$ cat src/rtl/ram_port_arbiter.sv
// Two-requester round-robin arbiter/sequencer for a single-port synchronous RAM with 1-cycle read.
// Optional out-of-range address trapping is enabled by defining ARB_ADDR_CHECK_EN.
module ram_port_arbiter #(
    parameter int ADDR_W = 6,
    parameter int DATA_W = 8,
    parameter int DEPTH  = 6
) (
    input  logic              clk,
    input  logic              rst,
    input  logic              a_req,
    input  logic              a_rw,
    input  logic [ADDR_W-1:0] a_addr,
    input  logic [DATA_W-1:0] a_wdata,
    output logic              a_ack,
    output logic [DATA_W-1:0] a_rdata,
    output logic              a_err,
    input  logic              b_req,
    input  logic              b_rw,
    input  logic [ADDR_W-1:0] b_addr,
    input  logic [DATA_W-1:0] b_wdata,
    output logic              b_ack,
    output logic [DATA_W-1:0] b_rdata,
    output logic              b_err,
    output logic              ram_cs,
    output logic              ram_rw,
    output logic [ADDR_W-1:0] ram_addr,
    output logic [DATA_W-1:0] ram_wdata,
    input  logic [DATA_W-1:0] ram_rdata
);

    typedef enum logic [1:0] {
        IDLE  = 2'd0,
        ISSUE = 2'd1,
        RWAIT = 2'd2,
        DONE  = 2'd3
    } state_t;

    localparam logic GRANT_A = 1'b0;
    localparam logic GRANT_B = 1'b1;

`ifdef ARB_ADDR_CHECK_EN
    localparam logic [ADDR_W:0] DEPTH_C = (ADDR_W + 1)'(DEPTH);
`endif

    if (DEPTH < 1 || DEPTH > (1 << ADDR_W)) begin : g_depth_bad
        $error("ram_port_arbiter: DEPTH does not fit the address space");
    end

    state_t              state_q, state_d;
    logic                winner_q, winner_d;
    logic                last_grant_q, last_grant_d;
    logic                ram_cs_q, ram_cs_d;
    logic                ram_rw_q, ram_rw_d;
    logic [ADDR_W-1:0]   ram_addr_q, ram_addr_d;
    logic [DATA_W-1:0]   ram_wdata_q, ram_wdata_d;
    logic                a_ack_q, a_ack_d;
    logic                b_ack_q, b_ack_d;
    logic                a_err_q, a_err_d;
    logic                b_err_q, b_err_d;
    logic [DATA_W-1:0]   a_rdata_q, a_rdata_d;
    logic [DATA_W-1:0]   b_rdata_q, b_rdata_d;

    logic                any_req_s;
    logic                sel_b_s;
    logic                win_rw_s;
    logic [ADDR_W-1:0]   win_addr_s;
    logic [DATA_W-1:0]   win_wdata_s;
    logic                bad_addr_s;

    // Round-robin pick of the winner and mux of its request fields
    always_comb begin
        any_req_s = a_req | b_req;
        if (a_req && b_req) begin
            sel_b_s = ~last_grant_q;
        end else if (b_req) begin
            sel_b_s = GRANT_B;
        end else begin
            sel_b_s = GRANT_A;
        end
        if (sel_b_s) begin
            win_rw_s    = b_rw;
            win_addr_s  = b_addr;
            win_wdata_s = b_wdata;
        end else begin
            win_rw_s    = a_rw;
            win_addr_s  = a_addr;
            win_wdata_s = a_wdata;
        end
        bad_addr_s = 1'b0;
`ifdef ARB_ADDR_CHECK_EN
        if ({1'b0, win_addr_s} >= DEPTH_C) begin
            bad_addr_s = 1'b1;
        end else begin
            bad_addr_s = 1'b0;
        end
`endif
    end

    // Sequencer next-state and registered-output values
    always_comb begin
        state_d      = state_q;
        winner_d     = winner_q;
        last_grant_d = last_grant_q;
        ram_cs_d     = 1'b0;
        ram_rw_d     = 1'b0;
        ram_addr_d   = ram_addr_q;
        ram_wdata_d  = ram_wdata_q;
        a_ack_d      = 1'b0;
        b_ack_d      = 1'b0;
        a_err_d      = 1'b0;
        b_err_d      = 1'b0;
        a_rdata_d    = a_rdata_q;
        b_rdata_d    = b_rdata_q;

        case (state_q)
            IDLE: begin
                if (any_req_s) begin
                    winner_d     = sel_b_s;
                    last_grant_d = sel_b_s;
                    if (bad_addr_s) begin
                        // Trapped access: complete immediately without touching the RAM
                        state_d = DONE;
                        if (sel_b_s) begin
                            b_ack_d = 1'b1;
                            b_err_d = 1'b1;
                            if (!win_rw_s) begin
                                b_rdata_d = {DATA_W{1'b0}};
                            end else begin
                                b_rdata_d = b_rdata_q;
                            end
                        end else begin
                            a_ack_d = 1'b1;
                            a_err_d = 1'b1;
                            if (!win_rw_s) begin
                                a_rdata_d = {DATA_W{1'b0}};
                            end else begin
                                a_rdata_d = a_rdata_q;
                            end
                        end
                    end else begin
                        state_d     = ISSUE;
                        ram_cs_d    = 1'b1;
                        ram_rw_d    = win_rw_s;
                        ram_addr_d  = win_addr_s;
                        ram_wdata_d = win_wdata_s;
                    end
                end else begin
                    state_d = IDLE;
                end
            end
            ISSUE: begin
                if (ram_rw_q) begin
                    state_d = DONE;
                    if (winner_q) begin
                        b_ack_d = 1'b1;
                    end else begin
                        a_ack_d = 1'b1;
                    end
                end else begin
                    state_d = RWAIT;
                end
            end
            RWAIT: begin
                state_d = DONE;
                if (winner_q) begin
                    b_ack_d   = 1'b1;
                    b_rdata_d = ram_rdata;
                end else begin
                    a_ack_d   = 1'b1;
                    a_rdata_d = ram_rdata;
                end
            end
            DONE: begin
                state_d = IDLE;
            end
            default: begin
                state_d = IDLE;
            end
        endcase
    end

    // State and output registers; last_grant resets to B so A wins the first tie
    always_ff @(posedge clk) begin
        if (rst) begin
            state_q      <= IDLE;
            winner_q     <= GRANT_A;
            last_grant_q <= GRANT_B;
            ram_cs_q     <= 1'b0;
            ram_rw_q     <= 1'b0;
            ram_addr_q   <= {ADDR_W{1'b0}};
            ram_wdata_q  <= {DATA_W{1'b0}};
            a_ack_q      <= 1'b0;
            b_ack_q      <= 1'b0;
            a_err_q      <= 1'b0;
            b_err_q      <= 1'b0;
            a_rdata_q    <= {DATA_W{1'b0}};
            b_rdata_q    <= {DATA_W{1'b0}};
        end else begin
            state_q      <= state_d;
            winner_q     <= winner_d;
            last_grant_q <= last_grant_d;
            ram_cs_q     <= ram_cs_d;
            ram_rw_q     <= ram_rw_d;
            ram_addr_q   <= ram_addr_d;
            ram_wdata_q  <= ram_wdata_d;
            a_ack_q      <= a_ack_d;
            b_ack_q      <= b_ack_d;
            a_err_q      <= a_err_d;
            b_err_q      <= b_err_d;
            a_rdata_q    <= a_rdata_d;
            b_rdata_q    <= b_rdata_d;
        end
    end

    assign ram_cs    = ram_cs_q;
    assign ram_rw    = ram_rw_q;
    assign ram_addr  = ram_addr_q;
    assign ram_wdata = ram_wdata_q;
    assign a_ack     = a_ack_q;
    assign b_ack     = b_ack_q;
    assign a_err     = a_err_q;
    assign b_err     = b_err_q;
    assign a_rdata   = a_rdata_q;
    assign b_rdata   = b_rdata_q;

endmodule

$ cat config.mk
export PLATFORM = sky130hd
export DESIGN_NAME = ram_port_arbiter
export DESIGN_NICKNAME = d
export VERILOG_FILES = /design/src/rtl/ram_port_arbiter.sv
export SDC_FILE = /design/constraint.sdc
export NUM_CORES = 1
export LEC_CHECK = 0
export ABC_AREA = 1
export BUFFER_PORTS_ARGS = -buffer_cell sky130_fd_sc_hd__buf_2
export CORE_ASPECT_RATIO = 1.4
export CORE_MARGIN = 2
export CORE_UTILIZATION = 33
export DETAILED_ROUTE_END_ITERATION = 10
export GPL_TIMING_DRIVEN = 0
export HOLD_SLACK_MARGIN = 0.06
export PLACE_DENSITY = 0.61
export SLEW_MARGIN = 10
export SYNTH_ARGS = -nofsm -noshare
export SYNTH_HDL_FRONTEND = slang
export SYNTH_SLANG_ARGS = --single-unit
$ cat constraint.sdc
create_clock -name clk -period 1.7 [get_ports clk]
set_clock_uncertainty 0.2 [all_clocks]
set_input_delay 0.34 -clock clk [delete_from_list [all_inputs] [get_ports clk]]
set_output_delay 0.34 -clock clk [all_outputs]
set_load 0.005 [all_outputs]
==> out/results.md <==
• antenna violations before repair: 0
• maximum clock frequency: 641 MHz
• Die Ht: 91.1 um
• average via count per standard cell: 4.33
• setup repair after global routing missed its margin: false
• DIE WIDTH: 66.2 um
• vias after detailed routing: 1739
• Worst Hold Launch: a_rw
• Critical Path Slowest Stage Cell: sky130_fd_sc_hd__dfxtp_1
• fin nets: 384
• fraction of the cycle the final worst path needs: 91.8%
• start point of the critical path: state_q[0]
• number of antenna diodes: 0
• Crit path largest cell delay: 0.32 ns
• routed wire length per instance: 10.4 um
• buffers from clock root to sink, at most: 2
• Gate Count Post-Synth: 253
• most repeated library cell on the critical path: sky130_fd_sc_hd__nor2_1
• clock transition at the register clock pins on the worst setup and hold paths after CTS: 0.07 ns
• input/output buffers: 75
• remaining global-route overflow: 0
• Worst Setup End Kind: flip-flop
• effective utilization at floorplan: 34.4%
• Setup-failing EPs final: 0
• area taken by flip-flops and latches: 761 um^2
• setup TNS: 0 ns
• r2r startpoint: state_q[0]
• Clock Tree Root: sky130_fd_sc_hd__clkbuf_8
• number of warnings reported in the yosys synthesis log: 0
• pwr/cell area: 1270 nW/um^2
• count of distinct cell types in the synthesized netlist: 21
• syn avg cell area: 7.07 um^2
• Hold WC Path Type: in -> reg
• drt initial violations: 53
• cell-by-cell listing of the critical path: inv_1 -> ha_2 -> inv_2 -> nor2_4 -> buf_6 -> nand2_1 -> nor2_1 -> nor2_1
• sum of net half-perimeters after detailed placement: 3230 um
• clock tree from TritonCTS: built
• Final Critical Period: 1.56 ns
• total wirelength of the detailed-routed design: 4190 um
• number of routed nets with antenna violations: 0
• number of pins exceeding their max-slew limit in the final report: 0
• peak ir drop on the vdd network: 0.486 mV
• CP required: 1.68 ns
• number of cell rows: 31
• Setup Buffers After CTS: 0
• Worst-Skew Late Latency: 0.28 ns
• flip-flop and latch count after synthesis: 38
• number of global-route vias before repair: 1551
• TritonCTS sink count: 38
• Max Fanout on Critical Path: 10
• kind of critical path: reg -> reg
• # IOs: 78
• share of layout cells above drive strength 1: 29.5%
• tightest hold margin: 0.0916 ns
• number of search-and-repair iterations in the first detailed-routing pass: 4
• share of the yosys chip area belonging to registers: 42.5%
• global-route wire length before repair: 6730 um
• multi-input combinational cell area: 836 um^2
• pin count of the biggest net entering global routing: 11
• total CTS buffers: 5
• H-tree level count: 2
• overall routing resource usage: 14.4%
• endpoints failing hold: 0
• worst path arrival time: 1.55 ns
• number of filler cells placed in the layout: 581
• outcome: finished, final reports clean
• Remaining DRCs: 0
• core footprint: 5200 um^2
• crit start category: flip-flop
• leakage power total: 1.24 nW
• Total Die Area: 6040 um^2
• summed instance area of the synthesized netlist: 1790 um^2
• RD Place Congestion: 0.688
• Syn-to-layout area delta: 31.1%
• maxcap violations: 0
==> cell type report <==
cell class	count	area share, %
repair buffers	76	16.4
well taps	66	3.52
multi-input cells	178	35.6
clock buffers	6	3.52
plain buffers	12	4.32
flip-flops and latches	38	32.4
inverters	26	4.16
==> metrics by stage <==
| step | setup slack, ns | total power, mW | util, % | cells | area (um^2) |
|---|---|---|---|---|---|
| floorplan | 0.259 | 2.01 | - | 254 | 1790 |
| global placement | 0.0799 | 2.38 | 43.3 | 395 | 2250 |
| detailed placement | 0.0786 | 2.40 | 43.3 | 395 | 2250 |
| CTS | 0.0746 | 3.03 | 45.1 | 402 | 2340 |
| global route | 0.00687 | 3.26 | 45.1 | 402 | 2350 |
| finish | 0.139 | 2.99 | 45.1 | 402 | 2350 |
==> Yosys cell counts <==
cell | count | area share (%)
sky130_fd_sc_hd__nand3_1 | 15 | 4.2
sky130_fd_sc_hd__a21oi_1 | 5 | 1.4
sky130_fd_sc_hd__a21boi_0 | 8 | 3.4
sky130_fd_sc_hd__buf_2 | 1 | 0.28
sky130_fd_sc_hd__dfxtp_1 | 38 | 43
sky130_fd_sc_hd__buf_6 | 3 | 1.9
sky130_fd_sc_hd__buf_4 | 6 | 2.5
sky130_fd_sc_hd__nand2_2 | 2 | 0.70
sky130_fd_sc_hd__ha_1 | 5 | 3.5
sky130_fd_sc_hd__inv_2 | 1 | 0.21
sky130_fd_sc_hd__inv_1 | 25 | 5.2
sky130_fd_sc_hd__nor2_4 | 1 | 0.63
sky130_fd_sc_hd__conb_1 | 1 | 0.21
sky130_fd_sc_hd__a21boi_1 | 6 | 2.5
sky130_fd_sc_hd__clkbuf_1 | 1 | 0.21
sky130_fd_sc_hd__nand2_1 | 50 | 10
sky130_fd_sc_hd__nor2_1 | 64 | 13
sky130_fd_sc_hd__o21ai_0 | 17 | 4.8
sky130_fd_sc_hd__nand2_4 | 1 | 0.63
sky130_fd_sc_hd__clkbuf_8 | 1 | 0.77
sky130_fd_sc_hd__nor3_1 | 2 | 0.56
==> cell families after synthesis <==
| logic type | synth area share, % |
|---|---|
| AO/OA/AOI/OAI | 12.0 |
| flip-flops | 42.5 |
| other | 0.210 |
| adder cells (fa/ha/maj) | 3.50 |
| buffers and inverters | 11.1 |
| AND/OR/NAND/NOR | 30.6 |
==> layer usage <==
layer | vias to the layer above | GRT usage (%) | routed length, um
met3 | 6 | 3.72 | 321
met2 | 64 | 25.3 | 2040
met4 | 0 | 6.63 | 61
met5 | - | 0 | 0
met1 | 729 | 15.6 | 1770
li1 | 940 | - | -
==> timing repair <==
action | in CTS | in global routing
hold buffers | 1 | 0
setup endpoints to repair | 0 | 16
endpoints found under the hold margin | 2 | 0
gates resized for setup | 0 | 2
==> where the power goes <==
part	total, mW	switching [mW]	internal, mW
combinational	1.16	0.651	0.508
sequential	1.21	0.105	1.11
clock	0.615	0.302	0.313
==> path summary, 6_finish.rpt <==
| kind | end | slack, ns | cells after the start |
|---|---|---|---|
| worst max-delay path | ram_addr[5] | 0.14 | 8 |
| worst max register to register | ram_addr[5] | 0.14 | 8 |
| worst min register to register | b_rdata[6] | 0.28 | 2 |
| worst min-delay path | ram_rw | 0.09 | 3 |
==> layout by cell type, fill, tap and decap left out <==
master / netlist / routed
sky130_fd_sc_hd__buf_2: 1 / 76
sky130_fd_sc_hd__nor2_1: 64 / 64
sky130_fd_sc_hd__nand2_1: 50 / 50
sky130_fd_sc_hd__dfxtp_1: 38 / 38
sky130_fd_sc_hd__inv_1: 25 / 24
sky130_fd_sc_hd__o21ai_0: 17 / 17
sky130_fd_sc_hd__nand3_1: 15 / 15
sky130_fd_sc_hd__a21boi_0: 8 / 8
sky130_fd_sc_hd__clkbuf_8: 1 / 7
sky130_fd_sc_hd__buf_4: 6 / 6
sky130_fd_sc_hd__a21boi_1: 6 / 6
sky130_fd_sc_hd__a21oi_1: 5 / 5
sky130_fd_sc_hd__ha_1: 5 / 4
sky130_fd_sc_hd__buf_6: 3 / 3
sky130_fd_sc_hd__inv_2: 1 / 2
sky130_fd_sc_hd__nand2_2: 2 / 2
sky130_fd_sc_hd__nor3_1: 2 / 2
sky130_fd_sc_hd__conb_1: 1 / 2
sky130_fd_sc_hd__nand2_4: 1 / 1
sky130_fd_sc_hd__nor2_4: 1 / 1
sky130_fd_sc_hd__clkbuf_1: 1 / 1
sky130_fd_sc_hd__ha_2: 0 / 1
sky130_fd_sc_hd__dlygate4sd3_1: 0 / 1
==> worst max-delay path: cells and delay by family, from the launching register on <==
kind | cells | cell delay [ns]
adders and majority gates | 1 | 0.25
buffers and inverters | 3 | 0.34
DFF | 1 | 0.32
and+or+nand+nor | 4 | 0.36
==> flip-flops by register name, indices dropped and copies added, names as in the netlist <==
name          cells
a_rdata           8
b_rdata           8
ram_wdata         8
ram_addr          6
state_q           2
a_ack             1
b_ack             1
last_grant_q      1
ram_cs            1
ram_rw            1
winner_q          1
Power figures use the tool's default switching activity.
